--- config.mk ---
export PLATFORM = sky130hd
export DESIGN_NAME = stream_mux_rr
export DESIGN_NICKNAME = d
export VERILOG_FILES = /design/src/rtl/stream_mux_rr.sv
export SDC_FILE = /design/constraint.sdc
export NUM_CORES = 1
export LEC_CHECK = 0
export CORE_MARGIN = 5
export CORE_UTILIZATION = 47
export CTS_CLUSTER_DIAMETER = 150
export DETAILED_ROUTE_END_ITERATION = 12
export MAX_ROUTING_LAYER = met4
export PLACE_DENSITY = 0.84
export SLEW_MARGIN = 10
export SYNTH_ARGS = -nofsm -noshare
export SYNTH_HDL_FRONTEND = slang
export SYNTH_SLANG_ARGS = --single-unit
--- constraint.sdc ---
create_clock -name clk -period 5.1 [get_ports clk]
set_input_delay 1.02 -clock clk [delete_from_list [all_inputs] [get_ports clk]]
set_output_delay 1.02 -clock clk [all_outputs]
set_load 0.03 [all_outputs]
--- src/rtl/stream_mux_rr.sv ---
// N-input round-robin stream merger with packet lock and a registered, source-tagged output.
//
// state  | meaning
// IDLE   | no packet open; the round-robin candidate may start one
// LOCKED | owner is mid-packet; only owner is accepted until its last beat
module stream_mux_rr #(
  parameter int N_IN   = 4,
  parameter int DATA_W = 8,
  localparam int SEL_W = $clog2(N_IN)
) (
  input  logic                     clk,
  input  logic                     rst,
  input  logic [N_IN-1:0]          in_valid,
  input  logic [N_IN*DATA_W-1:0]   in_data,
  input  logic [N_IN-1:0]          in_last,
  output logic [N_IN-1:0]          in_ready,
  output logic                     out_valid,
  output logic [DATA_W-1:0]        out_data,
  output logic                     out_last,
  output logic [SEL_W-1:0]         out_sel,
  input  logic                     out_ready
);

  typedef enum logic [0:0] {IDLE, LOCKED} state_t;

  localparam logic [SEL_W:0]   N_W      = (SEL_W+1)'(N_IN);
  localparam logic [SEL_W-1:0] LAST_IDX = SEL_W'(N_IN - 1);

  state_t             state, state_nxt;
  logic [SEL_W-1:0]   rr_ptr, rr_nxt;
  logic [SEL_W-1:0]   owner, owner_nxt;
  logic [SEL_W-1:0]   cand;
  logic               cand_found;
  logic [SEL_W:0]     idx_w;
  logic [SEL_W-1:0]   grant_sel;
  logic               load_en;
  logic               accept;
  logic               acc_last;

  assign load_en = !out_valid | out_ready;

  // First valid input at or after rr_ptr, wrapping past N_IN-1.
  always_comb begin
    cand       = '0;
    cand_found = 1'b0;
    idx_w      = '0;
    for (int k = 0; k < N_IN; k++) begin
      idx_w = {1'b0, rr_ptr} + (SEL_W+1)'(k);
      if (idx_w >= N_W) idx_w = idx_w - N_W;
      if (!cand_found && in_valid[idx_w[SEL_W-1:0]]) begin
        cand       = idx_w[SEL_W-1:0];
        cand_found = 1'b1;
      end
    end
  end

  always_comb begin
    grant_sel = (state == LOCKED) ? owner : cand;
    in_ready  = '0;
    if (!rst && (state == LOCKED || cand_found)) begin
      in_ready[grant_sel] = load_en;
    end
    accept   = |(in_valid & in_ready);
    acc_last = in_last[grant_sel];
  end

  always_comb begin
    state_nxt = state;
    rr_nxt    = rr_ptr;
    owner_nxt = owner;
    case (state)
      IDLE: begin
        if (accept) begin
          rr_nxt = (cand == LAST_IDX) ? '0 : cand + 1'b1;
          if (!acc_last) begin
            state_nxt = LOCKED;
            owner_nxt = cand;
          end
        end
      end
      LOCKED: begin
        if (accept && acc_last) state_nxt = IDLE;
      end
      default: state_nxt = IDLE;
    endcase
  end

  always_ff @(posedge clk or posedge rst) begin
    if (rst) begin
      state  <= IDLE;
      rr_ptr <= '0;
      owner  <= '0;
    end else begin
      state  <= state_nxt;
      rr_ptr <= rr_nxt;
      owner  <= owner_nxt;
    end
  end

  always_ff @(posedge clk or posedge rst) begin
    if (rst) begin
      out_valid <= 1'b0;
      out_data  <= '0;
      out_last  <= 1'b0;
      out_sel   <= '0;
    end else if (accept) begin
      out_valid <= 1'b1;
      out_data  <= in_data[grant_sel*DATA_W +: DATA_W];
      out_last  <= acc_last;
      out_sel   <= grant_sel;
    end else if (out_ready) begin
      out_valid <= 1'b0;
    end
  end

endmodule

# ---- Yosys cells after proc, flatten, opt, wreduce, memory -nomap -nowiden
# Cells that the tools add are included.
dict set report op_classes {
  add_sub_neg 8
  n_lt_le_gt_ge 10
  eq_ne 1
  shift 1
  muxes 33
  bitwise 5
  reduce_logical 16
}
# operator n
set op_table {}
lappend op_table {{indexed part select 32 x 6 -> 8 bit} 1}
lappend op_table {{two-way mux 2 bit} 10}
lappend op_table {{less-than comparator 2 x 3 -> 1 bit, second input constant} 5}
lappend op_table {{two-way mux 1 bit} 15}
lappend op_table {{binary-select mux 1 bit (select 2 bit)} 5}
lappend op_table {{>= comparator 3 bit, second input constant} 3}
lappend op_table {{bitwise AND 4 bit} 2}
lappend op_table {{subtractor 2 x 1 -> 2 bit, second input constant} 4}
lappend op_table {{adder 2 x 2 -> 3 bit, second input constant} 2}
lappend op_table {{logical AND 1 bit} 6}
lappend op_table {{zero test 1 bit} 5}
lappend op_table {{two-way mux 4 bit} 1}
lappend op_table {{OR reduction 4 bit} 1}
lappend op_table {{adder 2 x 1 -> 3 bit, second input constant} 1}
lappend op_table {{>= comparator 2 x 3 -> 1 bit, second input constant} 1}
lappend op_table {{AND reduction 3 bit} 1}
lappend op_table {{adder 2 x 1 -> 2 bit, second input constant} 1}
lappend op_table {{demux 1 bit (select 2 bit)} 1}
lappend op_table {{== test 2 bit, second input constant} 1}
lappend op_table {{>= comparator 2 x 1 -> 1 bit, second input constant} 1}
lappend op_table {{inverter 1 bit} 2}
lappend op_table {{case mux 1 bit (2 select lines)} 1}
lappend op_table {{AND reduction 2 bit} 1}
lappend op_table {{nonzero test 2 bit} 1}
lappend op_table {{2 further kinds} 2}
dict set report word_totals {
  register_bits 17
  inputBits 43
  output_inout_bits 16
  wordCells 81
}

# ---- Longest topological paths before layout
# Gate-level depths: netlist of run 1.
dict set report depth {
  word_depth 26
  mapped_depth 8
  depth_no_buf 6
}

# ---- Worst setup path before layout of run 1
# OpenSTA, ideal clock, no wires.
dict set report synth_timing {
  path_kind {input port to output port}
  from {in in_valid[2]}
  to {out in_ready[1]}
  arrival_time_ns 2.338
  required_ns 4.080
  slack_ns 1.742
  path_stages 7
  path_cell_list {nor2b_1 > a211o_1 > buf_6 > o21ai_2 > nor3b_1 > a21oi_1 > nor2_1}
}
dict set report synth_via {
  elab_chain_len 19
}
# item line_no
set synth_lines {}
lappend synth_lines {{from (decl)} 13} ;# input logic [N_IN-1:0] in_valid,
lappend synth_lines {{binary-select mux 1 bit (select 2 bit)} 50} ;# if (!cand_found && in_valid[idx_w[SEL_W-1:0]]) begin
lappend synth_lines {{two-way mux 1 bit (implied by the code)} 50}
lappend synth_lines {{two-way mux 1 bit} 50}
lappend synth_lines {{zero test 1 bit} 50}
lappend synth_lines {{logical AND 1 bit} 50}
lappend synth_lines {{two-way mux 1 bit} 50}
lappend synth_lines {{zero test 1 bit} 50}
lappend synth_lines {{logical AND 1 bit} 50}
lappend synth_lines {{(+3 left out)} -}
lappend synth_lines {{two-way mux 2 bit} 50}
lappend synth_lines {{two-way mux 2 bit} 58} ;# grant_sel = (state == LOCKED) ? owner : cand;
lappend synth_lines {{less-than comparator 2 x 3 -> 1 bit (implied by the code) or >= comparator 2 x 1 -> 1 bit (tied branches)} 61} ;# in_ready[grant_sel] = load_en;
lappend synth_lines {{logical AND 1 bit (implied by the code)} 61}
lappend synth_lines {{two-way mux 1 bit (implied by the code)} 61}
lappend synth_lines {{demux 1 bit (select 2 bit)} 61}
lappend synth_lines {{bitwise AND 4 bit (no source line)} -}
lappend synth_lines {{two-way mux 4 bit *} 60} ;# if (!rst && (state == LOCKED || cand_found)) begin
lappend synth_lines {{to (decl)} 16} ;# output logic [N_IN-1:0] in_ready,
# Mark *: on every way between the ends. The rest lies on a longest branch, timed or not. The select of a mux whose other input is x is not followed.

# ---- Worst setup path after layout of run 1
dict set report layout_timing {
  from {in in_valid[1]}
  to {out in_ready[3]}
}
# Same word-level chain as after synthesis.

==> results of run 1 <==
==> worst max-delay path by stage <==
stage                              to  slack (ns)  cells after the start
final                     in_ready[3]        0.67                      8
after global routing      in_ready[3]        0.46                      8
after CTS                 in_ready[1]        0.67                      8
after detailed placement  in_ready[1]        0.67                      8
after global placement    in_ready[1]        0.75                      8
after floorplan           in_ready[1]        1.74                      7
==> per-layer routing <==
layer	up-vias	global-route usage	share of wire
met5	-	-	0
met4	0	0.09585	0.030
met1	719	0.2967	0.44
met3	10	0.01880	0.059
li1	783	-	-
met2	58	0.3304	0.47
==> kinds of logic after synthesis <==
logic type,synth area share
and+or+nand+nor,0.2573
AOI/OAI and AO/OA,0.3356
DFF,0.2926
buffers and inverters,0.06282
muxes,0.04561
xor gates and xnor gates,0.006025
==> registers in the layout, indices dropped and copies added (netlist names), named ones only <==
| name | cells |
|---|---|
| out_data | 8 |
| rr_ptr | 2 |
| owner | 2 |
| out_last | 1 |
| out_sel | 2 |
| out_valid | 1 |
==> worst max-delay path, cell delays in order <==
cell and delay [ns]:
clkdlybuf4s50_1 0.64, nor2_2 0.10, nor4b_2 0.38, nor2_1 0.23, nor3_1 0.21, a31oi_1 0.06, nor2_1 0.11, clkdlybuf4s50_1 0.67
==> per-stage QoR <==
| stage | setup slack, ns | area, sq um | util | hold slack [ns] |
|---|---|---|---|---|
| floorplan | 1.742 | 1454 | - | 0.5606 |
| finish | 0.6663 | 2046 | 0.6813 | 0.4942 |
| detailed placement | 0.6744 | 2018 | 0.6721 | 0.4785 |
| global placement | 0.7493 | 2018 | 0.6721 | 0.4606 |
| CTS | 0.6698 | 2046 | 0.6813 | 0.5047 |
| global route | 0.4597 | 2046 | 0.6813 | 0.5307 |
==> cell usage after synthesis (all sizes together) <==
cell | count | area [sq um]
mux2 | 5 | 56.30
o311ai | 1 | 26.28
buf | 10 | 72.57
a211oi | 1 | 12.51
or3 | 1 | 6.260
o21a | 2 | 22.52
nand3 | 17 | 85.08
nor2b | 4 | 35.03
a21oi | 25 | 125.1
a22oi | 16 | 120.1
o21ai | 4 | 35.03
nor3 | 3 | 15.01
a31oi | 2 | 12.51
a21o | 3 | 22.52
a221o | 1 | 10.01
a32o | 1 | 10.01
inv | 3 | 11.26
or2 | 1 | 8.760
nor3b | 1 | 7.510
nor4b | 1 | 15.01
o211ai | 1 | 7.510
mux2i | 1 | 10.01
nand2 | 32 | 120.1
nor4 | 2 | 18.77
dfrtp | 17 | 425.4
o31ai | 8 | 60.06
and2 | 1 | 6.260
a211o | 1 | 8.760
nand2b | 2 | 12.51
xnor2 | 1 | 8.760
a221oi | 1 | 15.01
clkbuf | 2 | 7.510
nor2 | 11 | 43.80
==> layout by cell type (no fill, tap or decap), types with 2 or more instances in the layout <==
| master | Yosys | final |
|---|---|---|
| inv_1 | 3 | 3 |
| nand2_1 | 32 | 32 |
| buf_4 | 4 | 3 |
| dfrtp_1 | 17 | 17 |
| nor2_1 | 10 | 10 |
| o31ai_1 | 8 | 8 |
| a21oi_1 | 25 | 25 |
| nor3_1 | 3 | 3 |
| clkbuf_4 | 0 | 3 |
| mux2_2 | 4 | 4 |
| a31oi_1 | 2 | 2 |
| nand2b_1 | 2 | 2 |
| a22oi_1 | 16 | 16 |
| nand3_1 | 17 | 17 |
| clkdlybuf4s50_1 | 0 | 58 |
| a21o_1 | 3 | 3 |
| nor2b_1 | 2 | 2 |
==> cell type report <==
type / count / area [sq um]
sequential: 17 / 425.4
timing repair buffer: 61 / 603.1
clock inverter: 1 / 5.005
tap: 33 / 41.29
inverter: 3 / 11.26
fill: 272 / 957.2
multi-input combinational: 150 / 937.1
clock buffer: 3 / 22.52
==> power groups by stage <==
stage	logic, mW	clock network [mW]	registers [mW]
global placement	0.819	0	0.266
detailed placement	0.841	0	0.270
finish	0.848	0.0788	0.267
floorplan	0.555	0	0.333
global route	0.926	0.0871	0.282
CTS	0.843	0.0801	0.267
==> out/metrics.cfg, run 1 <==
[critical_path]
r2r-end = out_last
cp_data_arrival_time_ns = 3.41
r2r_slack_ns = 2.53
worstSetupStartpoint = in_valid[1]
worst-r2r-cell-count = 6
crit_type = input port to output pin
worst-path-max-fanout = 9
endpoint_kind = output pin
critPathLaunchType = input port
crit_required_ns = 4.08

[min_path]
hold-path-cell-count = 2
holdPathEnd = out_data[5]
hold_class = register to register
holdCritStartpoint = out_data[5]

[logic_synthesis]
ys_seq_area_frac = 0.2926
synth-seq-cells = 17
syn_inst = 182
avgSynthCellArea_sq_um = 7.988
ys_types = 44
synth.net_count = 225
ys_warn_count = 0
syn_area_sq_mm = 0.001454

[grt]
grt_pass1_wl_mm = 7.231
grt_pass1_vias = 1481
grt_max_degree = 22
antenna_found_initial = 0
gr-usage-all-layers = 0.2183
grt_overflow_total = 0

[floorplan]
die-area_sq_mm = 0.004306
core_sq_mm = 0.003003
start_util = 0.4842
ioPinCount = 59
die_h_microns = 65.62
rows = 20
die_w_microns = 65.62

[clock_network]
cts_buffers = 3
cts_tree = yes
numClockSinks = 17
htree_levels = 1
cts_root_buffer = clkbuf_4
clk_latency_ns = 0.30
clk_path_buf_depth = 2
clk_pin_slew_ns = 0.11
cts_resized = 0
post_cts_buffers = 0
postCtsHoldBufs = 0

[routing]
drt-wirelength-per-cell_microns = 16.06
via_per_inst = 5.858
wl_mm = 4.304
via_count = 1570
drtIter0Drc = 145
drt_first_pass_iters = 4
antenna_left = 0
drcViolationCount = 0

[place]
globalplace.congestion = 0.8396
portBuffers = 58
hpwl_mm = 3.203
place_inst = 264

[run]
max_cap_violations = 0

[finish]
syn_to_final_growth_pct = 40.71
stdcell_count = 268
finalNetCount = 279
diodes = 0
drive_gt1_frac = 0.09787

[timing]
finalHoldViolCount = 0
setup_violations = 0
clock.fmax_mhz = 225.5
slew_viol_final = 0
min_period_ns = 4.434
slew_headroom = 0.4432
setup-tns-final_ns = 0
period_share = 0.8693
worst_slew_pin_slew_ns = 0.8288
rsz0062_at_grt = no
finalClockSkew_ns = 0.007611

[power]
netSwitchingFraction = 0.5176
cell_internal_pwr_mw = 0.5760
p_sw_mw = 0.6179
p_leak_nw = 0.8052
powerDensity_mw_per_mm2 = 583.6
pwr-share-clk = 0.066
power.total_mw = 1.194
seqPwrFrac = 0.224
vdd_ir_drop_max_mv = 0.2620
pwr-share-comb = 0.710

[outcome]
status = complete, no violations

(Power assumes the default switching activity.)
==> inputs of run 2 (changes only) <==
==> constraint.sdc (replaced) <==
create_clock -name clk -period 5.5 [get_ports clk]
set_input_delay 1.1 -clock clk [delete_from_list [all_inputs] [get_ports clk]]
set_output_delay 1.1 -clock clk [all_outputs]
set_load 0.03 [all_outputs]
==> run 2 against run 1 <==
Highest routed layer unchanged. Critical path depth stayed put. Clock-buffer cell count stayed put. First-iteration DRC count is 22% lower. Sequential power is 7.5% lower. Non-clock buffer count stayed put. Core utilization is 0.083 points higher.
==> out/metrics.cfg, run 2 (synthesized netlist as in run 1, its figures left out) <==
[outcome]
status = complete, no violations

[clock_network]
clk_latency_ns = 0.31  ; about the same
cts_buffers = 3  ; unchanged
clk_path_buf_depth = 2  ; unchanged
clk_pin_slew_ns = 0.11  ; about the same
cts_tree = yes
postCtsHoldBufs = 0  ; unchanged
htree_levels = 1  ; unchanged
numClockSinks = 17  ; unchanged
cts_root_buffer = clkbuf_4
cts_resized = 0  ; unchanged
post_cts_buffers = 0  ; unchanged

[timing]
finalHoldViolCount = 0  ; unchanged
slew_headroom = 0.4635  ; +0.02025
period_share = 0.8378
worst_slew_pin_slew_ns = 0.7987  ; -0.03015 ns
fin_hold_ws_ns = 0.4864  ; -0.007727 ns
setup-tns-final_ns = 0  ; unchanged
slew_viol_final = 0  ; unchanged
rsz0062_at_grt = no
min_period_ns = 4.608
setup_violations = 0  ; unchanged
finalClockSkew_ns = 0.006729  ; -0.0008822 ns
clock.fmax_mhz = 217.0

[critical_path]
crit_required_ns = 4.40  ; +0.32 ns
worstSetupStartpoint = in_valid[1]
crit_path_top_delay_cell = clkdlybuf4s50_1
worst-path-max-fanout = 9  ; unchanged
slowest_delay_ns = 0.67  ; about the same
cp_data_arrival_time_ns = 3.51  ; +0.10 ns
endpoint_kind = output pin
critPathLaunchType = input port
crit_type = input port to output pin
path_cells = clkdlybuf4s50_1 > nor2_2 > nor4b_2 > nor2_1 > nor3_1 > a31oi_1 > nor2_1 > clkdlybuf4s50_1

[grt]
grt_max_degree = 35  ; +59%
gr-usage-all-layers = 0.2051  ; -0.01317
grt_overflow_total = 0  ; unchanged
grt_pass1_wl_mm = 6.789  ; -6.1%
antenna_found_initial = 0  ; unchanged
grt_pass1_vias = 1462  ; -1.3%

[finish]
layout_commonest_cell = clkdlybuf4s50_1
fill_cells = 275  ; +1.1%
largest_register_ff_count = 8  ; unchanged
stdcell_count = 268  ; unchanged
post-route-util = 0.6821  ; +0.0008330
finalNetCount = 279  ; unchanged
drive_gt1_frac = 0.09787  ; unchanged
layout_common_cells = clkdlybuf4s50_1 (58), nand2_1 (32), a21oi_1 (25)
syn_to_final_growth_pct = 40.88
largest_register = out_data
diodes = 0  ; unchanged

[routing]
via_per_inst = 5.866  ; +0.13%
drcViolationCount = 0  ; unchanged
via_count = 1572  ; +0.13%
antenna_left = 0  ; unchanged
drt-wirelength-per-cell_microns = 15.13  ; -5.8%
top_layer_used = met4
met1_length_mm = 1.846  ; -2.2%
drt_first_pass_iters = 4  ; unchanged
wl_mm = 4.054  ; -5.8%
drtIter0Drc = 113  ; -22%
wl_met2_mm = 1.881  ; -7.5%
routed-wl-met3_microns = 233  ; -7.5%

[floorplan]
core_sq_mm = 0.003003  ; unchanged
die-area_sq_mm = 0.004306  ; unchanged
die_w_microns = 65.62  ; unchanged
ioPinCount = 59  ; unchanged
rows = 20  ; unchanged
die_h_microns = 65.62  ; unchanged
start_util = 0.4842  ; unchanged

[place]
portBuffers = 58  ; unchanged
hpwl_mm = 3.052  ; -4.7%
place_inst = 264  ; unchanged
globalplace.congestion = 0.8308  ; -1.0%

[run]
max_cap_violations = 0  ; unchanged

[min_path]
hold_class = register to register
holdCritStartpoint = out_data[6]

[power]
vdd_ir_drop_max_mv = 0.3977  ; +52%
p_leak_nw = 0.8014  ; -0.47%
power.total_mw = 1.098  ; -8.0%
powerDensity_mw_per_mm2 = 536.1  ; -8.1%

## run 2: worst max-delay path, delay by kind of cell
family / cells / cell delay [ns]
simple gates: 5 / 1.06
buf+inv: 2 / 1.29
compound gates: 1 / 0.06
## run 2: metal layers
metal,vias to the layer above,track usage
met5,-,-
met4,0,0.09067
met3,7,0.01538
met2,59,0.2991
met1,723,0.2896
li1,783,-
## run 2: final cells by class
class / count / area (sq um) / area share
well taps: 33 / 41.29 / 0.02016
clock inverters: 1 / 7.507 / 0.003665
inverters: 3 / 11.26 / 0.005498
flip-flops and latches: 17 / 425.4 / 0.2077
repair buffers: 61 / 603.1 / 0.2944
clock buffers: 3 / 22.52 / 0.01100
multi-input cells: 150 / 937.1 / 0.4575
## run 2: where the power goes
group	leakage, nW	total, mW	switching [mW]	internal, mW
registers	0.207	0.247	0.0635	0.183
logic	0.580	0.776	0.454	0.323
clock network	0.0139	0.0748	0.0469	0.0278
## run 2: worst paths after layout
path	end	slack, ns	cells after the start
min in group asynchronous	out_data[1]	1.08	3
max	in_ready[3]	0.89	8
max reg2reg	owner[0]	3.20	7
min	out_data[6]	0.49	2
min reg2reg	out_data[6]	0.49	2
max in group asynchronous	out_data[4]	4.22	3
## run 2: metrics by stage
stage,worst slack (ns),area (sq um)
floorplan,1.982,1454
finish,0.8919,2048
global route,0.6587,2048
global placement,0.9875,2018
CTS,0.8937,2048
detailed placement,0.8960,2018
